==> src/rtl/cpu_pkg.sv <==
// rtl/cpu_pkg.sv - shared CPU front-end widths, reset PC and fetch entry type
package cpu_pkg;

    localparam int CPU_ADDR_W   = 7;
    localparam int CPU_DATA_W   = 32;
    localparam int CPU_RESET_PC = 0;

    typedef struct packed {
        logic [CPU_ADDR_W-1:0] pc;
        logic [CPU_DATA_W-1:0] instr;
    } fetch_entry_t;

endpackage

==> src/rtl/ifetch_fifo.sv <==
// rtl/ifetch_fifo.sv - prefetch FIFO with flush; head entry held in a register
module ifetch_fifo #(
    parameter  int DEPTH = 2,
    parameter  int WIDTH = 39,
    localparam int PTR_W = $clog2(DEPTH),
    localparam int CNT_W = PTR_W + 1
) (
    input  logic             clk,
    input  logic             rst_n,
    input  logic             flush,
    input  logic             push,
    input  logic [WIDTH-1:0] push_data,
    input  logic             pop,
    output logic [WIDTH-1:0] head_data,
    output logic [CNT_W-1:0] count,
    output logic             empty
);

    logic [WIDTH-1:0] mem [DEPTH];
    logic [PTR_W-1:0] wr_ptr;
    logic [PTR_W-1:0] rd_ptr;
    logic [PTR_W-1:0] rd_next;
    logic [CNT_W-1:0] cnt_after_pop;
    logic [WIDTH-1:0] head_next;
    logic             do_pop;
    logic             do_push;

    assign empty         = (count == '0);
    assign do_pop        = pop && !empty;
    assign rd_next       = rd_ptr + PTR_W'(do_pop);
    assign cnt_after_pop = count - CNT_W'(do_pop);
    assign do_push       = push && (cnt_after_pop != CNT_W'(DEPTH));

    // The head register only changes when a valid entry will sit at the head,
    // so an empty FIFO keeps presenting the last value.
    always_comb begin
        head_next = head_data;
        if (!flush) begin
            if (cnt_after_pop != '0) begin
                head_next = mem[rd_next];
            end else if (do_push) begin
                head_next = push_data;
            end
        end
    end

    always_ff @(posedge clk) begin
        if (!flush && do_push) begin
            mem[wr_ptr] <= push_data;
        end
    end

    always_ff @(posedge clk or negedge rst_n) begin
        if (!rst_n) begin
            wr_ptr    <= '0;
            rd_ptr    <= '0;
            count     <= '0;
            head_data <= '0;
        end else begin
            head_data <= head_next;
            if (flush) begin
                wr_ptr <= '0;
                rd_ptr <= '0;
                count  <= '0;
            end else begin
                wr_ptr <= wr_ptr + PTR_W'(do_push);
                rd_ptr <= rd_next;
                count  <= cnt_after_pop + CNT_W'(do_push);
            end
        end
    end

endmodule

==> src/rtl/ifetch_stage.sv <==
// rtl/ifetch_stage.sv - instruction fetch stage with redirect flush; IFETCH_PERF_EN adds perf counters
module ifetch_stage
    import cpu_pkg::*;
#(
    parameter int ADDR_W     = CPU_ADDR_W,
    parameter int DATA_W     = CPU_DATA_W,
    parameter int FIFO_DEPTH = 2,
    parameter int RESET_PC   = CPU_RESET_PC
) (
    input  logic              clka,
    input  logic              rst_n,
    output logic              imem_en,
    output logic [ADDR_W-1:0] imem_addr,
    input  logic [DATA_W-1:0] imem_rdata,
    input  logic              redirect_valid,
    input  logic [ADDR_W-1:0] redirect_pc,
    output logic              out_valid,
    output logic [DATA_W-1:0] out_instr,
    output logic [ADDR_W-1:0] out_pc,
`ifdef IFETCH_PERF_EN
    input  logic              out_ready,
    output logic [31:0]       perf_fetch_cnt,
    output logic [15:0]       perf_drop_cnt
`else
    input  logic              out_ready
`endif
);

    localparam int CNT_W  = $clog2(FIFO_DEPTH) + 1;
    localparam int USED_W = CNT_W + 1;

    logic [ADDR_W-1:0]        pc;
    logic [ADDR_W-1:0]        issued_pc;
    logic                     inflight;
    logic [CNT_W-1:0]         count;
    logic                     empty;
    logic                     pop;
    logic                     push;
    logic [USED_W-1:0]        used;
    logic [ADDR_W+DATA_W-1:0] head;

    assign out_valid = !empty;
    assign pop       = out_valid && out_ready;
    // A response arriving in a redirect cycle belongs to the old path.
    assign push      = inflight && !redirect_valid;

    // An entry popped this cycle frees its slot in time for the next push,
    // which keeps one fetch per cycle with a two-entry FIFO.
    assign used      = USED_W'(count) + USED_W'(inflight) - USED_W'(pop);
    assign imem_en   = rst_n && !redirect_valid && (used < USED_W'(FIFO_DEPTH));
    assign imem_addr = imem_en ? pc : '0;

    always_ff @(posedge clka or negedge rst_n) begin
        if (!rst_n) begin
            pc        <= ADDR_W'(RESET_PC);
            issued_pc <= '0;
            inflight  <= 1'b0;
        end else begin
            inflight <= imem_en;
            if (imem_en) begin
                issued_pc <= pc;
            end
            if (redirect_valid) begin
                pc <= redirect_pc;
            end else if (imem_en) begin
                pc <= pc + 1'b1;
            end
        end
    end

    ifetch_fifo #(
        .DEPTH (FIFO_DEPTH),
        .WIDTH (ADDR_W + DATA_W)
    ) u_fifo (
        .clk       (clka),
        .rst_n     (rst_n),
        .flush     (redirect_valid),
        .push      (push),
        .push_data ({issued_pc, imem_rdata}),
        .pop       (pop),
        .head_data (head),
        .count     (count),
        .empty     (empty)
    );

    assign out_pc    = head[ADDR_W+DATA_W-1:DATA_W];
    assign out_instr = head[DATA_W-1:0];

`ifdef IFETCH_PERF_EN
    logic [CNT_W-1:0] lost;
    logic [16:0]      drop_sum;

    // An entry handed to decode in the redirect cycle is consumed, not lost.
    assign lost     = redirect_valid ? (count - CNT_W'(pop)) : '0;
    assign drop_sum = {1'b0, perf_drop_cnt} + 17'(lost) + 17'(inflight && redirect_valid);

    always_ff @(posedge clka or negedge rst_n) begin
        if (!rst_n) begin
            perf_fetch_cnt <= '0;
            perf_drop_cnt  <= '0;
        end else begin
            if (imem_en && (perf_fetch_cnt != '1)) begin
                perf_fetch_cnt <= perf_fetch_cnt + 1'b1;
            end
            perf_drop_cnt <= drop_sum[16] ? '1 : drop_sum[15:0];
        end
    end
`endif

endmodule

==> config.mk <==
export PLATFORM = sky130hd
export DESIGN_NAME = ifetch_stage
export DESIGN_NICKNAME = d
export VERILOG_FILES = /design/src/rtl/cpu_pkg.sv /design/src/rtl/ifetch_fifo.sv /design/src/rtl/ifetch_stage.sv
export SDC_FILE = /design/constraint.sdc
export NUM_CORES = 1
export LEC_CHECK = 0
export ABC_AREA = 0
export CAP_MARGIN = 40
export CORE_MARGIN = 2
export CORE_UTILIZATION = 35
export CTS_CLUSTER_DIAMETER = 30
export DETAILED_ROUTE_END_ITERATION = 10
export GPL_TIMING_DRIVEN = 0
export HOLD_SLACK_MARGIN = 0.08
export RECOVER_POWER = 50
export SYNTH_ARGS = -nofsm -noshare
export SYNTH_HDL_FRONTEND = slang
export SYNTH_SLANG_ARGS = --single-unit
==> constraint.sdc <==
create_clock -name clka -period 3.95 [get_ports clka]
set_clock_uncertainty 0.05 [all_clocks]
set_input_delay 0.5925 -clock clka [delete_from_list [all_inputs] [get_ports clka]]
set_output_delay 0.5925 -clock clka [all_outputs]
set_load 0.02 [all_outputs]
==> results.tsv, run 1 <==
stage	metric	value	unit
global_route	track_usage	0.1722	
timing	unrepaired_setup_endpoints_after_global_routing	true	
timing	post-route-min-period	3.869	ns
final_layout	final_nets	555	
pwr	power.share.switching	0.3651	
pwr	ir_drop	0.4160	mV
final_layout	antenna-diode-count	0	
detailed_routing	drt_iter0_markers	299	
logic_synthesis	netlist_instances	395	
logic_synthesis	number_of_synthesized_flops_with_an_enable_pin	78	
die	floorplan.initialDensity	0.3575	
clock_network	cts_max_path_buffers	2	
worst_setup_path	cp_slowest_cell	sky130_fd_sc_hd__fa_2	
worst_setup_path	highest_net_fanout_along_the_worst_path	10	
placement	io_buffer_count	89	
placement	place.gp.congestion	0.8026	
detailed_routing	route.detailed.vias_per_inst	5.323	
logic_synthesis	synth.ff_latch_count	136	
worst_setup_path	startpoint_type	primary input	
pwr	p_int	4.275	mW
pwr	power.switching	2.459	mW
pwr	power_density	897.1	mW/mm^2
timing	final.period_utilization	0.9795	
final_layout	fill_cells	1437	
outcome	run_status	finished clean	
global_route	vias_in_the_first_global_route	4185	
die	die-height	131.1	um
global_route	grt_start_max_net_pins	60	
final_layout	flow.area_growth_from_synthesis	32.66	%
clock_network	path_clk_slew	0.05	ns
logic_synthesis	mappedNetlistNets	443	
timing	max_freq	258.5	MHz
final_layout	finalInstanceArea	0.007506	mm^2
clock_network	cts_inserted_buffers	17	
logic_synthesis	synth.cell_area	0.005658	mm^2
clock_network	tritoncts_clock_tree	yes	
worst_setup_path	critical_path_s_largest_stage_delay	0.56	ns
final_layout	seqCellArea	0.003794	mm^2
worst_setup_path	r2r-start	u_fifo.count[1]	
die	dieArea	0.01720	mm^2
final_layout	layout_common_cells	80 x sky130_fd_sc_hd__clkdlybuf4s50_1, 78 x sky130_fd_sc_hd__edfxtp_1, 58 x sky130_fd_sc_hd__dfrtp_1	
die	horizontal_die_dimension	131.1	um
timing	hold-worst-slack	0.1021	ns
logic_synthesis	synth_warnings	0	
logic_synthesis	synth-async-reset-ratio	0.4265	
pwr	power_frac_comb	0.437	
worst_setup_path	timing.reg2reg.setup_slack	1.08	ns
global_route	global_route.overflow_total	0	
logic_synthesis	yosysUniqueCellTypes	37	
placement	place_area	0.006893	mm^2
logic_synthesis	postSynth.topFlopCell	sky130_fd_sc_hd__edfxtp_1	
worst_setup_path	crit_required	3.31	ns
final_layout	fraction_of_layout_cells_with_a_size_suffix_above_1	0.1442	
detailed_routing	drt_pass1_iterations	4	
placement	placed_cells_incl_taps	703	
logic_synthesis	syn-mean-instance-area	14.32	um^2
timing	hold_fails_final_rpt	0	
die	row_count	46	
clock_network	clk-insertion-delay-late	0.42	ns
run	drv_cap	0	
timing	slew_viol_final	0	
placement	pre_cts_ws	-0.4802	ns
worst_setup_path	timing_worst_setup_path_type	primary input to output port	
global_route	antenna_violations_before_repair	0	
global_route	global_route_wire_length_before_repair	22830	um
clock_network	number_of_sinks_driven_by_the_clock_tree	136	
pwr	power.static_leakage	2.989	nW
die	core	0.01583	mm^2
logic_synthesis	synth-seq-area-share	0.6705	
detailed_routing	ant_nets	0	
timing	final_critical_path_setup_slack	0.08089	ns
timing	timing.final.setup_violations	0	
timing	worst-slew-pin-transition	0.8105	ns
worst_setup_path	regToRegEndpoint	pc[2]	
worst_setup_path	r2r.worst_path.cells	10	
final_layout	multi_input_area	0.001690	mm^2
clock_network	h_tree_lvl_count	4	
detailed_routing	drt_wl_total	14230	um
worst_setup_path	setup.worst_path.end_class	output port	
detailed_routing	drt_drc_violations_left	0	
placement	dp.final_hpwl	8820	um
worst_setup_path	worst_path_most_repeated_cell	sky130_fd_sc_hd__buf_4	
worst_setup_path	worst_ep_arrival_time	3.23	ns
worst_setup_path	path_cells	clkdlybuf4s50_1 > o21a_4 > ha_1 > inv_2 > nand2_1 > fa_2 > nand2_2 > or3_1 > buf_2 > buf_4 > nor2_4 > buf_4	
pwr	clockPowerShare	0.235	
die	i_o_pin_cnt	91	
detailed_routing	post_drt_wl_per_cell	19.33	um
timing	slew_headroom	0.4596	
final_layout	finalNonFillerCells	736	
worst_hold_path	worst_hold_path_type	primary input to async pin	
final_layout	layout.cells.most_common	sky130_fd_sc_hd__clkdlybuf4s50_1	
detailed_routing	routed-via-count	3918	
pwr	power_frac_seq	0.327	
clock_network	cts_root_buffer	sky130_fd_sc_hd__clkbuf_16	
## per-layer routing
layer	routed length [um]	up-vias	part of all wire	track usage
met1	6477	2025	0.46	0.2216
li1	-	1770	-	-
met4	209	0	0.015	0.06884
met3	646	20	0.045	0.04475
met2	6896	103	0.48	0.2789
met5	0	-	0	0
## power groups by stage
stage / Sequential, mW / Combinational, mW / Clock [mW]
2_1_floorplan: 2.42 / 1.64 / 0
3_3_place_gp: 2.22 / 2.83 / 0
3_5_place_dp: 2.23 / 2.91 / 0
4_1_cts: 2.21 / 2.92 / 1.61
5_1_grt: 2.26 / 3.18 / 1.68
6_report: 2.21 / 2.94 / 1.58
## how the worst max path moves through the flow
stage / startpoint / endpoint / slack, ns / depth (start not counted)
2_1_floorplan: out_ready / u_fifo.mem[0][0] / 0.18 / 6
3_3_place_gp: rst_n / imem_addr[6] / -2.05 / 7
3_5_place_dp: out_ready / imem_addr[6] / -0.48 / 12
4_1_cts: out_ready / imem_addr[6] / 0.003 / 12
5_1_grt: out_ready / imem_addr[6] / -0.008 / 12
6_report: out_ready / imem_addr[6] / 0.08 / 12
## worst max-delay path: cells and delay by family
family	cells	cell delay [ns]
AO/OA/AOI/OAI	1	0.17
buffers and inverters	5	1.08
AND/OR/NAND/NOR	4	0.56
adder cells (fa/ha/maj)	2	0.83
## cell type report
cell class	count	share of cell area
Sequential cell	136	0.5054
Clock inverter	11	0.01717
Multi-Input combinational cell	222	0.2252
Tap cell	216	0.03601
Clock buffer	21	0.06134
Buffer	29	0.02367
Timing Repair Buffer	93	0.1265
Inverter	8	0.004667
## metrics by stage
step / utilization / setup TNS [ns] / power, mW
global route: 0.4742 / -0.01376 / 7.112
CTS: 0.4708 / 0 / 6.741
detailed placement: 0.4355 / -3.284 / 5.141
floorplan: - / 0 / 4.056
finish: 0.4742 / 0 / 6.733
global placement: 0.4308 / -111.95 / 5.054
## cell usage after synthesis (all sizes together), types with 6 or more instances
| master | instances | share of area |
|---|---|---|
| a21o | 7 | 0.0093 |
| a221oi | 39 | 0.071 |
| and2 | 7 | 0.0077 |
| buf | 12 | 0.020 |
| clkbuf | 17 | 0.011 |
| dfrtp | 58 | 0.26 |
| edfxtp | 78 | 0.41 |
| inv | 8 | 0.0053 |
| mux2i | 39 | 0.069 |
| nand2 | 9 | 0.0060 |
| nor2 | 48 | 0.032 |
| o22ai | 39 | 0.043 |
| o311ai | 6 | 0.0093 |
## what timing repair did
item,in CTS,in global routing
gates resized for setup,31,18
setup buffers,0,0
setup endpoints to repair,8,8
hold buffers,0,0
pin swaps,0,0
## flip-flops by register name, indices dropped and copies added (netlist names)
signal,cells
issued_pc,7
u_fifo.mem,78
u_fifo.head_data,39
u_fifo.count,2
u_fifo.wr_ptr,1
pc,7
inflight,1
u_fifo.rd_ptr,1
## cell families after synthesis
group                    Yosys count  share of synthesized area
AO/OA/AOI/OAI                     99                     0.1453
XOR/XNOR                           5                    0.01106
multiplexers                      39                    0.06900
buffers and inverters             37                    0.03627
flip-flops                       136                     0.6705
AND/OR/NAND/NOR                   74                    0.05551
adder cells (fa/ha/maj)            5                    0.01238
(Power assumes the default switching activity.)
==> run 2: changes to the inputs <==
--- a/config.mk
+++ b/config.mk
@@ -11,9 +11,11 @@
 export CORE_UTILIZATION = 35
 export CTS_CLUSTER_DIAMETER = 30
 export DETAILED_ROUTE_END_ITERATION = 10
+export GPL_ROUTABILITY_DRIVEN = 0
 export GPL_TIMING_DRIVEN = 0
 export HOLD_SLACK_MARGIN = 0.08
 export RECOVER_POWER = 50
+export SKIP_LAST_GASP = 1
 export SYNTH_ARGS = -nofsm -noshare
 export SYNTH_HDL_FRONTEND = slang
 export SYNTH_SLANG_ARGS = --single-unit
==> run 2 against run 1 <==
Worst hold slack got worse by 0.00057 ns. Die area did not move. Wire length shrank 0.18%. Sequential power about the same. Utilization is essentially flat. Clock-buffer cell count unchanged. Power is essentially flat. Critical path depth is the same. Via count barely moved. Critical endpoint unchanged. Register-to-register slack got worse by 0.02 ns. Global-route usage about the same.
==> results.tsv, run 2 (same netlist as run 1, synthesis figures left out) <==
stage	metric	value	unit	change
outcome	run_status	finished clean		unchanged
detailed_routing	drt_pass1_iterations	4		unchanged
worst_setup_path	highest_net_fanout_along_the_worst_path	10		unchanged
die	die-height	131.1	um	unchanged
final_layout	fraction_of_layout_cells_with_a_size_suffix_above_1	0.1423		was 0.1442
timing	hold_fails_final_rpt	0		unchanged
placement	io_buffer_count	89		unchanged
global_route	grt_start_max_net_pins	60		unchanged
die	i_o_pin_cnt	91		unchanged
global_route	grt_util_met2	0.2792		was 0.2789
pwr	power_density	896.8	mW/mm^2	was 897.1 mW/mm^2
final_layout	antenna-diode-count	0		unchanged
detailed_routing	drt_wl_total	14200	um	was 14,230 um
global_route	track_usage	0.1723		was 0.1722
die	horizontal_die_dimension	131.1	um	unchanged
final_layout	largestRegisters	u_fifo.mem x78, u_fifo.head_data x39		unchanged
pwr	p_int	4.272	mW	was 4.275 mW
timing	final.period_utilization	0.9861		was 0.9795
worst_setup_path	crit_required	3.31	ns	about the same
global_route	groute.layer.met3.usage	0.04475		unchanged
timing	post-route-min-period	3.895	ns	was 3.869 ns
clock_network	tritoncts_clock_tree	yes		unchanged
global_route	global_route_wire_length_before_repair	22830	um	about the same
placement	placed_cells_incl_taps	703		unchanged
timing	max_freq	256.7	MHz	was 258.5 MHz
clock_network	path_clk_slew	0.05	ns	about the same
pwr	power_frac_seq	0.328		was 0.327
pwr	power_frac_comb	0.437		about the same
final_layout	finalInstanceArea	0.007503	mm^2	was 0.007506 mm^2
global_route	busiest_layer	met2		unchanged
detailed_routing	route.detailed.vias_per_inst	5.325		was 5.323
worst_hold_path	worst_hold_path_type	primary input to async pin		unchanged
worst_setup_path	worst-path-buf-inv	5		unchanged
clock_network	number_of_sinks_driven_by_the_clock_tree	136		unchanged
die	floorplan.initialDensity	0.3575		unchanged
worst_setup_path	cp_slowest_cell	sky130_fd_sc_hd__fa_2		unchanged
detailed_routing	drt_iter0_markers	299		unchanged
clock_network	cts_inserted_buffers	17		unchanged
clock_network	cts_max_path_buffers	2		unchanged
worst_setup_path	startpoint_type	primary input		unchanged
clock_network	h_tree_lvl_count	4		unchanged
worst_setup_path	path_cells	clkdlybuf4s50_1 > o21a_4 > ha_1 > inv_2 > nand2_1 > fa_2 > nand2_2 > or3_1 > buf_2 > clkbuf_4 > nor2_4 > buf_4		was clkdlybuf4s50_1 > o21a_4 > ha_1 > inv_2 > nand2_1 > fa_2 > nand2_2 > or3_1 > buf_2 > buf_4 > nor2_4 > buf_4
final_layout	finalNonFillerCells	736		unchanged
timing	slew_headroom	0.4590		was 0.4596
final_layout	final_nets	555		unchanged
final_layout	fill_cells	1438		was 1,437
global_route	global_route.overflow_total	0		unchanged
detailed_routing	routed-via-count	3919		was 3,918
timing	final_critical_path_setup_slack	0.05505	ns	was 0.08089 ns
die	core	0.01583	mm^2	unchanged
detailed_routing	ant_nets	0		unchanged
worst_setup_path	timing_worst_setup_path_type	primary input to output port		unchanged
worst_setup_path	critical-path-top-delay-family	buffers and inverters		unchanged
pwr	power.switching	2.457	mW	was 2.459 mW
worst_setup_path	critical_path_s_largest_stage_delay	0.56	ns	about the same
timing	unrepaired_setup_endpoints_after_global_routing	true		unchanged
clock_network	post-cts-setup-buffers	0		unchanged
worst_setup_path	setup.worst_path.end_class	output port		unchanged
clock_network	cts_root_buffer	sky130_fd_sc_hd__clkbuf_16		unchanged
die	row_count	46		unchanged
placement	pre_cts_ws	-0.4802	ns	unchanged
global_route	antenna_violations_before_repair	0		unchanged
detailed_routing	drt_drc_violations_left	0		unchanged
global_route	global_route.usage.met1	0.2216		unchanged
timing	hold-worst-slack	0.1015	ns	was 0.1021 ns
pwr	clockPowerShare	0.235		about the same
detailed_routing	post_drt_wl_per_cell	19.30	um	was 19.33 um
placement	dp.final_hpwl	8820	um	unchanged
final_layout	multi_input_area	0.001688	mm^2	was 0.001690 mm^2
clock_network	clk-insertion-delay-late	0.42	ns	about the same
global_route	vias_in_the_first_global_route	4195		was 4,185
worst_setup_path	worst_ep_arrival_time	3.25	ns	was 3.23 ns
final_layout	seqCellArea	0.003794	mm^2	unchanged
pwr	power.static_leakage	2.988	nW	was 2.989 nW
final_layout	flow.area_growth_from_synthesis	32.62	%	was 32.66%
pwr	power.share.switching	0.3651		about the same
final_layout	regMostFlops	u_fifo.mem		unchanged
final_layout	layout_common_cells	80 x sky130_fd_sc_hd__clkdlybuf4s50_1, 78 x sky130_fd_sc_hd__edfxtp_1, 58 x sky130_fd_sc_hd__dfrtp_1		unchanged
timing	timing.final.setup_violations	0		unchanged
timing	worst-slew-pin-transition	0.8115	ns	was 0.8105 ns
run	drv_cap	0		unchanged
timing	slew_viol_final	0		unchanged
placement	place_area	0.006893	mm^2	unchanged
pwr	ir_drop	0.4159	mV	was 0.4160 mV
die	dieArea	0.01720	mm^2	unchanged
final_layout	largest_register_ffs	78		unchanged
final_layout	layout.cells.most_common	sky130_fd_sc_hd__clkdlybuf4s50_1		unchanged
-- run 2: worst paths after layout --
kind                            cells past startpoint            start                   end  slack, ns
worst max-delay path                               12        out_ready          imem_addr[6]       0.06
worst min-delay path                                2            rst_n  u_fifo.head_data[23]       0.10
worst max register to register                     10  u_fifo.count[1]                 pc[2]       1.06
worst min register to register                      0     issued_pc[4]     u_fifo.mem[0][36]       0.45
max in group asynchronous                           2            rst_n   u_fifo.head_data[7]       3.43
min in group clka                                   0     issued_pc[4]     u_fifo.mem[0][36]       0.45
-- run 2: what timing repair did --
item / 4_1_cts / 5_1_grt
endpoints found under the setup margin: 8 / 8
gates resized for setup: 20 / 27
hold buffers: 0 / 0
-- run 2: stage by stage --
stage / TNS (ns) / utilization / total power [mW]
after floorplan: 0 / - / 4.056
after global placement: -111.95 / 0.4308 / 5.054
after detailed placement: -3.284 / 0.4355 / 5.141
after CTS: -0.7716 / 0.4730 / 6.748
after global routing: -0.05912 / 0.4741 / 7.109
final: 0 / 0.4741 / 6.729
-- run 2: routing by layer --
metal,part of all wire,vias to the layer above
li1,-,1771
met1,0.45,2022
met2,0.48,107
met3,0.048,19
met4,0.015,0
met5,0,-
-- run 2: worst reg2reg max path: cells and delay by family, from the launching register on --
kind | cells | cell delay (ns)
fa+ha+maj | 2 | 0.88
compound gates | 2 | 0.51
simple gates | 3 | 0.46
buf+inv | 3 | 0.46
flops | 1 | 0.44
-- run 2: cell type report --
cell class / count / share of cell area
multi-input cells: 222 / 0.2249
plain buffers: 29 / 0.02368
well taps: 216 / 0.03602
clock inverters: 11 / 0.01718
clock buffers: 21 / 0.06136
flip-flops and latches: 136 / 0.5056
repair buffers: 93 / 0.1266
inverters: 8 / 0.004669
-- run 2: power by group through the flow --
stage | logic, mW | registers (mW) | clock network, mW
after floorplan | 1.64 | 2.42 | 0
after global placement | 2.83 | 2.22 | 0
after detailed placement | 2.91 | 2.23 | 0
after CTS | 2.93 | 2.21 | 1.61
after global routing | 3.17 | 2.26 | 1.68
final | 2.94 | 2.21 | 1.58
